--- config.mk ---
export PLATFORM = sky130hd
export DESIGN_NAME = ram8
export DESIGN_NICKNAME = d
export VERILOG_FILES = /design/src/rtl/ram_pkg.sv /design/src/rtl/register16.sv /design/src/rtl/ram8.sv
export SDC_FILE = /design/constraint.sdc
export NUM_CORES = 1
export LEC_CHECK = 0
export BUFFER_PORTS_ARGS = -buffer_cell sky130_fd_sc_hd__buf_2
export CORE_UTILIZATION = 51
export DETAILED_ROUTE_END_ITERATION = 10
export PLACE_DENSITY = 0.77
export SKIP_CTS_REPAIR_TIMING = 1
export SLEW_MARGIN = 5
export SYNTH_ARGS = -nofsm -noshare
export SYNTH_HDL_FRONTEND = slang
export SYNTH_SLANG_ARGS = --single-unit
--- constraint.sdc ---
create_clock -name clk -period 2.39 [get_ports clk]
set_clock_uncertainty 0.05 [all_clocks]
set_input_delay 0.3585 -clock clk [delete_from_list [all_inputs] [get_ports clk]]
set_output_delay 0.3585 -clock clk [all_outputs]
set_load 0.02 [all_outputs]
--- src/rtl/ram_pkg.sv ---
// ram_pkg: shared sizing constants for the RAM tiers (ram8 and the larger banks built from it)
// No ports; imported by the RAM modules.
package ram_pkg;
    localparam int RAM_WIDTH   = 16;
    localparam int RAM8_ADDR_W = 3;
    localparam int RAM8_DEPTH  = 8;
endpackage

--- src/rtl/register16.sv ---
// register16: WIDTH-bit register with synchronous active-high reset and load enable
// Ports: clk (clock), reset (sync clear), load (write enable), in (data in), out (stored value)
module register16
    import ram_pkg::*;
#(
    parameter int WIDTH = RAM_WIDTH
) (
    input  logic             clk,
    input  logic             reset,
    input  logic             load,
    input  logic [WIDTH-1:0] in,
    output logic [WIDTH-1:0] out
);
    logic [WIDTH-1:0] r_q;

    always_ff @(posedge clk)
        r_q <= reset ? '0 : load ? in : r_q;

    assign out = r_q;
endmodule

--- src/rtl/ram8.sv ---
// ram8: 8-word register-file memory with one write per clock and a combinational read port
// Ports: clk (clock), reset (sync clear of all words), in (write data), sel (read/write address),
//        load (write enable for word[sel]), out (word[sel], combinational)
module ram8
    import ram_pkg::*;
#(
    parameter int WIDTH  = RAM_WIDTH,
    parameter int ADDR_W = RAM8_ADDR_W
) (
    input  logic              clk,
    input  logic              reset,
    input  logic [WIDTH-1:0]  in,
    input  logic [ADDR_W-1:0] sel,
    input  logic              load,
    output logic [WIDTH-1:0]  out
);
    localparam int DEPTH = 2 ** ADDR_W;

    logic [WIDTH-1:0] w_word [DEPTH];

    for (genvar i = 0; i < DEPTH; i++) begin : g_word
        register16 #(.WIDTH(WIDTH)) u_reg (
            .clk  (clk),
            .reset(reset),
            .load (load && (sel == ADDR_W'(i))),
            .in   (in),
            .out  (w_word[i])
        );
    end

    // Read is a plain mux on the stored words: no bypass, so a same-cycle write shows only after the edge.
    assign out = w_word[sel];
endmodule

==> metrics, run 1 <==
fin crit share=roughly nine tenths; Critical Path AT=between 1500 and 2000 ps; slew margin rel.=a little over half; Clk pwr share=51.7%; RSZ-0062 raised after global routing=no; FMAX=roughly 460 MHz; die height=roughly 110 um; Hold Crit Class=input port to flip-flop; Vias=~4800; Boundary Pins=38; Seq pwr share=about two fifths; DR DRC count=0; Synth top area share=between 40% and 50%; top cells by area, synth=dfxtp_1 45%, nand2_1 17%, a21oi_1 11%, mux4_1 11%, mux2_2 3.1%; Gate Count Post-Synth=around 650; outcome=finished, final reports clean; Total GRT Usage=29.2%; Post-Syn Nets=between 600 and 700; ant diodes=0; total negative slack=0 ps; fin. max-slew vios=0; Netlist cell types=21; H-tree depth=4; Ys Warns=0; post-DP HPWL=9800 um; CP required=1980 ps; WS Path Type=input port to output port; crit end category=output port; synthesized flop and latch total=~130; GRT overflow=0; Num CTS Buffers=17; row cnt=38; leak pwr=roughly 2.5 nW; fin nets=690; Clock Path Buffers=2; drt first pass iters=5; number of global-route vias before repair=approximately 4800; post-route ant nets=0; NetSw=1.22 mW; syn_area_per_cell=around 9 um^2; Yosys top cell by area=dfxtp_1; Power Total=about 5.3 mW; clock-pin slew on the worst setup and hold paths=around 60 ps; Final Util=a little over 60%; die span in x=roughly 110 um; logic gate share of total power=6.8%; clk_lat worst skew=420 ps; largest net degree at the start of global routing=60; Vias/cell=around 5.8; first-pass GRT wire length=roughly 25000 um; area grow syn2layout=15.7%; CP Launch Type=input port; Initial Util=52.6%; critical path fanouts, max=14; Final GP Congestion=between 0.7 and 0.8; Synth Cell Area=around 0.0058 mm^2; total area of sequential cells=roughly 0.0026 mm^2; clk root buf=clkbuf_16; final hold violation count=0; Seq/Total Area, Yosys=44.5%; DR iter-0 viols=444; Power Density=around 800 mW/mm^2; Sw Ratio=between 20% and 30%; die area=between 0.01 and 0.015 mm^2; Routed WL=around 16000 um; internal power=4.08 mW; CTS sink cnt=roughly 130; max-cap viol count=0; area of the multi-input gates=between 0.002 and 0.003 mm^2; final setup violation count=0; share of cells above drive strength 1=between 10% and 20%; CTS tree=yes; worst slew pin tran=between 600 and 700 ps; Max VDD drop=between 0.0005 and 0.0006 V; initial antenna violation count=0; IO Port Bufs=37; max reg flops=128; core area=0.0109 mm^2; FILL cells=a little over 900; min Tclk post-route=2190 ps; per-cell routed wire length=19.2 um
[cell usage in the layout, fill, tap and decap left out, types with 3 or more instances in the layout]
cell type,instances
clkbuf_16,17
buf_2,36
mux4_2,8
nand2_1,256
buf_12,4
a21oi_1,128
and4b_1,3
mux4_1,24
dfxtp_1,128
clkinv_2,3
nand4b_1,3
clkinvlp_4,5
mux2_2,16
bufinv_16,4
buf_4,33
[layer usage]
| metal | global-route usage (%) | part of all wire [%] | vias to the layer above |
|---|---|---|---|
| met2 | 48.4 | 50 | 196 |
| met3 | 7.35 | 8.0 | 38 |
| met1 | 35.1 | 40 | 2287 |
| met5 | 0 | 0 | - |
| met4 | 14.7 | 2.3 | 0 |
| li1 | - | - | 2240 |
[through the flow]
step | setup slack [ps] | instances | cell area (um^2) | hold WS, ps
after floorplan | 403 | 647 | 5760 | 382
after global placement | 244 | 789 | 6030 | 387
after detailed placement | 220 | 789 | 6030 | 394
after CTS | 195 | 821 | 6660 | 185
after global routing | 169 | 821 | 6660 | 197
final | 204 | 821 | 6660 | 199
[cells by family (layout without fill, tap and decap cells)]
kind of cell	Yosys count	count (layout)	synth area share [%]
AND/OR/NAND/NOR	272	272	19.7
multiplexers	48	48	17.2
AO/OA/AOI/OAI	128	128	11.1
buffers and inverters	71	105	7.46
flip-flops	128	128	44.5
[worst paths after layout]
path,start,cells past startpoint,to,slack (ps)
max,sel[2],5,out[11],200
min,in[6],3,g_word[4].u_reg.out[6],200
max reg2reg,g_word[3].u_reg.out[1],2,g_word[3].u_reg.out[1],1690
min reg2reg,g_word[2].u_reg.out[13],2,g_word[2].u_reg.out[13],400
[worst max-delay path, cell delays in order]
cell	delay, ps
buf_2	120
buf_4	260
mux4_1	590
mux2_2	270
buf_2	160
[area by class of cell]
| type | count | area share, % |
|---|---|---|
| Multi-Input combinational cell | 448 | 41.8 |
| Sequential cell | 128 | 38.5 |
| Timing Repair Buffer | 73 | 7.63 |
| Clock buffer | 18 | 6.59 |
| Clock inverter | 14 | 2.86 |
| Tap cell | 140 | 2.63 |
[synth_stat cells, drive strengths merged]
cell / instances
mux2: 16
and4bb: 1
nand4: 1
or4bb: 1
dfxtp: 128
clkbuf: 29
a21oi: 128
mux4: 32
or4b: 1
and4b: 3
nand4bb: 2
buf: 42
nand4b: 3
and4: 1
nor4bb: 2
nand2: 256
nor4b: 1
[power by group through the flow]
stage                     Clock, mW  Sequential, mW  Combinational, mW
after global routing           2.87            2.21              0.385
after floorplan                   0            2.24              0.264
after detailed placement          0            2.25              0.354
after global placement            0            2.24              0.343
final                          2.74            2.20              0.360
after CTS                      2.77            2.20              0.357
Power figures use the tool's default switching activity.
==> run 2, diff against run 1 <==
Settings changed: PLACE_DENSITY 0.77 to 0.78.
Clock period 2.39 ns to 1.9 ns, I/O delays scaled along.
==> metrics, run 2 (synthesis gave the netlist of run 1 again) <==
outcome=complete, but fails checks; violated checks=negative setup slack; Vias=4892 (+2.8%); first-pass GRT wire length=23600 um (-5.7%); CTS sink cnt=128 (unchanged); number of global-route vias before repair=4715 (-2.6%); fin crit share=104%; fin nets=712 (+3.2%); critical path fanouts, max=2 (-12); Initial Util=52.6% (unchanged); Crit path buffers/inverters=1 (-2); most common cell after layout, fill and taps aside=nand2_1; Num CTS Buffers=17 (unchanged); core area=0.0109 mm^2 (unchanged); share of cells above drive strength 1=28.6% (+9.0 points); leak pwr=2.51 nW (-0.30%); Total GRT Usage=27.0% (-2.2 points); clock-pin slew on the worst setup and hold paths=50 ps (about the same); crit end category=output port; die area=0.0117 mm^2 (unchanged); initial antenna violation count=1 (+1); Power Total=6.30 mW (+19%); commonest non-fill, non-tap cells in the layout=256 x nand2_1, 128 x a21oi_1, 101 x dfxtp_1; RSZ-0062 raised after global routing=yes; setup ws final=-71.4 ps (-276 ps); area grow syn2layout=19.8%; Final Util=63.1% (+2.2 points); slew margin rel.=62.7% (+7.9 points); FF-to-FF End=g_word[1].u_reg.out[1]; row cnt=38 (unchanged); Critical Path AT=1640 ps (-140 ps); Reg-to-Reg Start=g_word[1].u_reg.out[1]; Vias/cell=5.80 (about the same); DR iter-0 viols=644 (+45%); Clock Path Buffers=2 (unchanged); Final GP Congestion=0.855 (+8.0%); Crit-path slowest cell=mux4_2; Reg2Reg Depth=3 (+1); FMAX=between 500 and 600 MHz; IO Port Bufs=37 (unchanged); largest net degree at the start of global routing=129 (+110%); Hold Path Stages=3 (unchanged); Boundary Pins=38 (unchanged); worst slew pin tran=560 ps (-119 ps); CP Launch Type=flip-flop; die height=108 um (unchanged); Hold Crit Class=input port to flip-flop; CP peak stage delay=470 ps (-120 ps); GRT overflow=0 (unchanged); WHS Endpoint=g_word[6].u_reg.out[12]; WS Path Type=flip-flop to output port; post-DP HPWL=10100 um (+3.2%); Power Density=913 mW/mm^2 (+15%); fin. max-slew vios=0 (unchanged); CP required=1560 ps (-420 ps); drt first pass iters=5 (unchanged); clk root buf=clkbuf_16; min Tclk post-route=1970 ps; max-cap viol count=0 (unchanged); DP Cell Count=805 (+2.0%); Max VDD drop=0.000879 V (+61%); final setup violation count=16 (+16); hold_ws=142 ps (-57.0 ps); DR DRC count=0 (unchanged); post-route ant nets=0 (unchanged); per-cell routed wire length=18.6 um (-2.9%); H-tree depth=4 (unchanged); Routed WL=15700 um (-0.34%); die span in x=108 um (unchanged); Crit path max-delay family=multiplexers; worst-path cell chain=mux4_2 -> mux2_4 -> buf_6; hold_sp=in[12]; max reg flops=128 (unchanged); Reg2Reg Setup Slack=1130 ps (-560 ps); CTS tree=yes; final hold violation count=0 (unchanged); Placement Setup Slack=-90.9 ps (-311 ps); post-route insts no fill=843 (+2.7%); clk_lat worst skew=410 ps (about the same)
## run 2: changes by cell type in the layout (fill, tap and decap cells not counted), sizes merged
cell,change
clkinv,-1
diode,+1
buf,+19
clkbuf,+10
clkinvlp,-4
bufinv,-3
## run 2: worst max-delay path by stage
stage	from	end	slack [ps]	cells after the start
after floorplan	sel[1]	out[2]	60	5
after global placement	sel[2]	out[7]	-80	5
after detailed placement	sel[2]	out[7]	-90	5
after CTS	g_word[4].u_reg.out[4]	out[4]	-160	3
after global routing	g_word[6].u_reg.out[4]	out[4]	-110	3
final	g_word[6].u_reg.out[6]	out[6]	-70	3
## run 2: area by class of cell
type | count | area, um^2
Antenna cell | 1 | 2.50
Clock buffer | 25 | 485
Sequential cell | 128 | 2600
Fill cell | 863 | 4040
Timing Repair Buffer | 95 | 827
Tap cell | 140 | 175
Clock inverter | 6 | 57.6
Multi-Input combinational cell | 448 | 2750
## run 2: metal layers
| metal | vias to the layer above | routed length [um] | track usage (%) |
|---|---|---|---|
| met5 | - | 0 | 0 |
| met4 | 0 | 364 | 12.3 |
| li1 | 2254 | - | - |
| met1 | 2335 | 6310 | 32.8 |
| met2 | 272 | 7770 | 45.6 |
| met3 | 31 | 1270 | 5.97 |
## run 2: power breakdown
part | leakage, nW | switching [mW] | internal (mW)
combinational | 1.20 | 0.296 | 0.228
sequential | 1.05 | 0.0336 | 2.75
clock | 0.267 | 1.11 | 1.88
## run 2: worst min-delay path: cells and delay by family
| kind | cells | cell delay (ps) |
|---|---|---|
| buf+inv | 1 | 150 |
| simple gates | 1 | 70 |
| compound gates | 1 | 50 |
## run 2: per-stage QoR
stage,setup TNS [ps],cell area [um^2]
final,-783,6900
after global routing,-1300,6900
after CTS,-1620,6720
after detailed placement,-1530,6170
after global placement,-958,6170
after floorplan,0,5760
==> run 3, diff against run 2 <==
Settings changed: ABC_AREA set to 1.
Clock period 1.9 ns to 1.7 ns, I/O delays scaled along.
==> metrics, run 3 <==
Power Total=7.94 mW (+26%); Gate Count Post-Synth=931 (+44%); max reg flops=128 (unchanged); initial antenna violation count=0 (-1); Reg-to-Reg Start=g_word[7].u_reg.out[4]; hold_sp=in[1]; Post-Syn Nets=953 (+42%); row cnt=38 (unchanged); drt first pass iters=5 (unchanged); Synth Cell Area=0.00584 mm^2 (+1.5%); worst-path cell chain=nand2_1 -> nand2_1 -> nand2_1 -> nand2_1 -> nand2_1 -> nand2_1 -> buf_4; DR DRC count=0 (unchanged); CTS sink cnt=128 (unchanged); Hold Path Stages=3 (unchanged); RSZ-0062 raised after global routing=yes; clock-pin slew on the worst setup and hold paths=60 ps (about the same); Initial Util=53.2% (+0.55 points); fin crit share=a little over nine tenths; Primary FF master, synth=dfxtp_1; outcome=finished, final reports clean; most frequent cell after synthesis=nand2_1; FMAX=around 610 MHz; Post-synth EDFFs=0 (unchanged); area grow syn2layout=18.8%; Power Density=1140 mW/mm^2 (+25%); max-cap viol count=0 (unchanged); Crit-path slowest cell=dfxtp_1; final setup violation count=0 (-16); Routed WL=15700 um (+0.11%); Clock Path Buffers=2 (unchanged); Vias=5727 (+17%); clk root buf=clkbuf_16; ys async rst share=0% (unchanged); Num CTS Buffers=17 (unchanged); CTS tree=yes; WS Path Type=flip-flop to output port; Synth top area share=43.9% (-0.65 points); FF-to-FF End=g_word[7].u_reg.out[4]; area of the multi-input gates=0.00296 mm^2 (+7.6%); Crit path buffers/inverters=1 (unchanged); total area of sequential cells=0.00257 mm^2 (-1.0%); Final GP Congestion=0.824 (-3.6%); per-cell routed wire length=14.1 um (-24%); GRT overflow=0 (unchanged); IO Port Bufs=37 (unchanged); Total GRT Usage=28.2% (+1.2 points); Critical Path AT=1320 ps (-320 ps); final hold violation count=0 (unchanged); Seq/Total Area, Yosys=43.9% (-0.65 points); H-tree depth=4 (unchanged); Most common cell on crit path=nand2_1; synthesized flop and latch total=128 (unchanged); Reg2Reg Setup Slack=900 ps (-230 ps); commonest non-fill, non-tap cells in the layout=334 x nand2_1, 257 x nor2_1, 122 x dfxtp_1; clk_lat worst skew=410 ps (about the same); critical path fanouts, max=2 (unchanged); Max VDD drop=0.000681 V (-23%); min Tclk post-route=~1600 ps; top cell types by occurrence after synthesis=336 x nand2_1, 257 x nor2_1, 128 x dfxtp_1, 115 x o21ai_0, 24 x clkbuf_1; Netlist cell types=15 (-29%); syn_area_per_cell=6.27 um^2 (-29%); DR iter-0 viols=329 (-49%); ant diodes=0 (-1); Vias/cell=5.15 (-11%); post-route ant nets=0 (unchanged); die height=109 um (+0.73%); largest net degree at the start of global routing=129 (unchanged); Ys Warns=0 (unchanged); first-pass GRT wire length=25900 um (+9.9%); CP Launch Type=flip-flop; WHS Endpoint=g_word[7].u_reg.out[1]; CP required=1390 ps (-170 ps); die span in x=109 um (+0.73%); share of cells above drive strength 1=13.1% (-16 points); leak pwr=3.25 nW (+29%); total negative slack=0 ps (+783 ps); Boundary Pins=38 (unchanged); number of global-route vias before repair=5239 (+11%); core area=0.0110 mm^2 (+0.43%); most common cell after layout, fill and taps aside=nand2_1; die area=0.0119 mm^2 (+1.5%); CP peak stage delay=350 ps (-120 ps); slew margin rel.=66.0% (+3.3 points); Crit path max-delay family=simple AND/OR/NAND/NOR gates; Yosys top cell by area=dfxtp_1; post-route insts no fill=1112 (+32%); worst slew pin tran=509 ps (-50.5 ps); DP Cell Count=1079 (+34%); Reg2Reg Depth=2 (-1); FILL cells=1009 (+17%); fin. max-slew vios=0 (unchanged); crit end category=output port; top cells by area, synth=dfxtp_1 44%, nand2_1 22%, nor2_1 17%, o21ai_0 9.9%, clkbuf_1 1.5%; Hold Crit Class=input port to flip-flop; fin nets=981 (+38%); post-DP HPWL=9840 um (-2.8%)
-- run 3: cell types whose count changed in the layout (fill, tap and decap cells not counted), moves of 13 or more --
cell	change
mux2_4	-13
mux4_2	-32
buf_4	-28
nor2_1	+257
nand2_1	+78
o21ai_0	+115
buf_6	-14
dfxtp_2	-21
o21ai_1	+13
dfxtp_1	+21
a21oi_1	-128
-- run 3: per-stage QoR --
stage / cell area (um^2) / util, % / setup slack [ps] / hold WS, ps
after floorplan: 5840 / - / 298 / 340
after global placement: 6200 / 56.4 / 67.0 / 412
after detailed placement: 6200 / 56.4 / 18.3 / 421
after CTS: 6870 / 62.6 / 42.6 / 135
after global routing: 6940 / 63.2 / -6.05 / 150
final: 6940 / 63.2 / 71.9 / 147
-- run 3: worst max-delay path by stage --
stage | from | end | slack [ps] | depth (start not counted)
after floorplan | sel[1] | out[14] | 300 | 7
after global placement | sel[0] | g_word[3].u_reg.out[3] | 70 | 8
after detailed placement | sel[0] | g_word[3].u_reg.out[15] | 20 | 8
after CTS | g_word[3].u_reg.out[1] | out[1] | 40 | 7
after global routing | g_word[6].u_reg.out[8] | out[8] | -6 | 7
final | g_word[3].u_reg.out[1] | out[1] | 70 | 7
-- run 3: final cells by class --
type / count / area share [%]
sequential: 128 / 37.0
timing repair buffer: 63 / 7.23
tap: 140 / 2.52
clock inverter: 12 / 2.94
clock buffer: 20 / 6.73
inverter: 15 / 0.847
multi-input combinational: 734 / 42.7
-- run 3: layer usage --
metal / global-route usage [%] / up-vias / wire length [um]
met2: 43.5 / 202 / 7330
met5: 0 / - / 0
met3: 5.50 / 25 / 1150
met4: 10.3 / 0 / 208
li1: - / 2938 / -
met1: 38.8 / 2562 / 7040
-- run 3: logic make-up after synthesis --
| family | after synthesis | share of synthesized area [%] |
|---|---|---|
| DFF | 128 | 43.9 |
| buffers and inverters | 69 | 5.48 |
| AOI/OAI and AO/OA | 128 | 11.0 |
| and+or+nand+nor | 606 | 39.7 |
-- run 3: power breakdown --
group / total, mW / internal (mW) / switching [mW]
Sequential: 3.16 / 3.11 / 0.0558
Combinational: 0.680 / 0.227 / 0.453
Clock: 4.09 / 2.73 / 1.37
-- run 3: tightest hold or removal path, delay by kind of cell --
kind | cells | cell delay [ps]
and+or+nand+nor | 2 | 160
buffers and inverters | 1 | 160
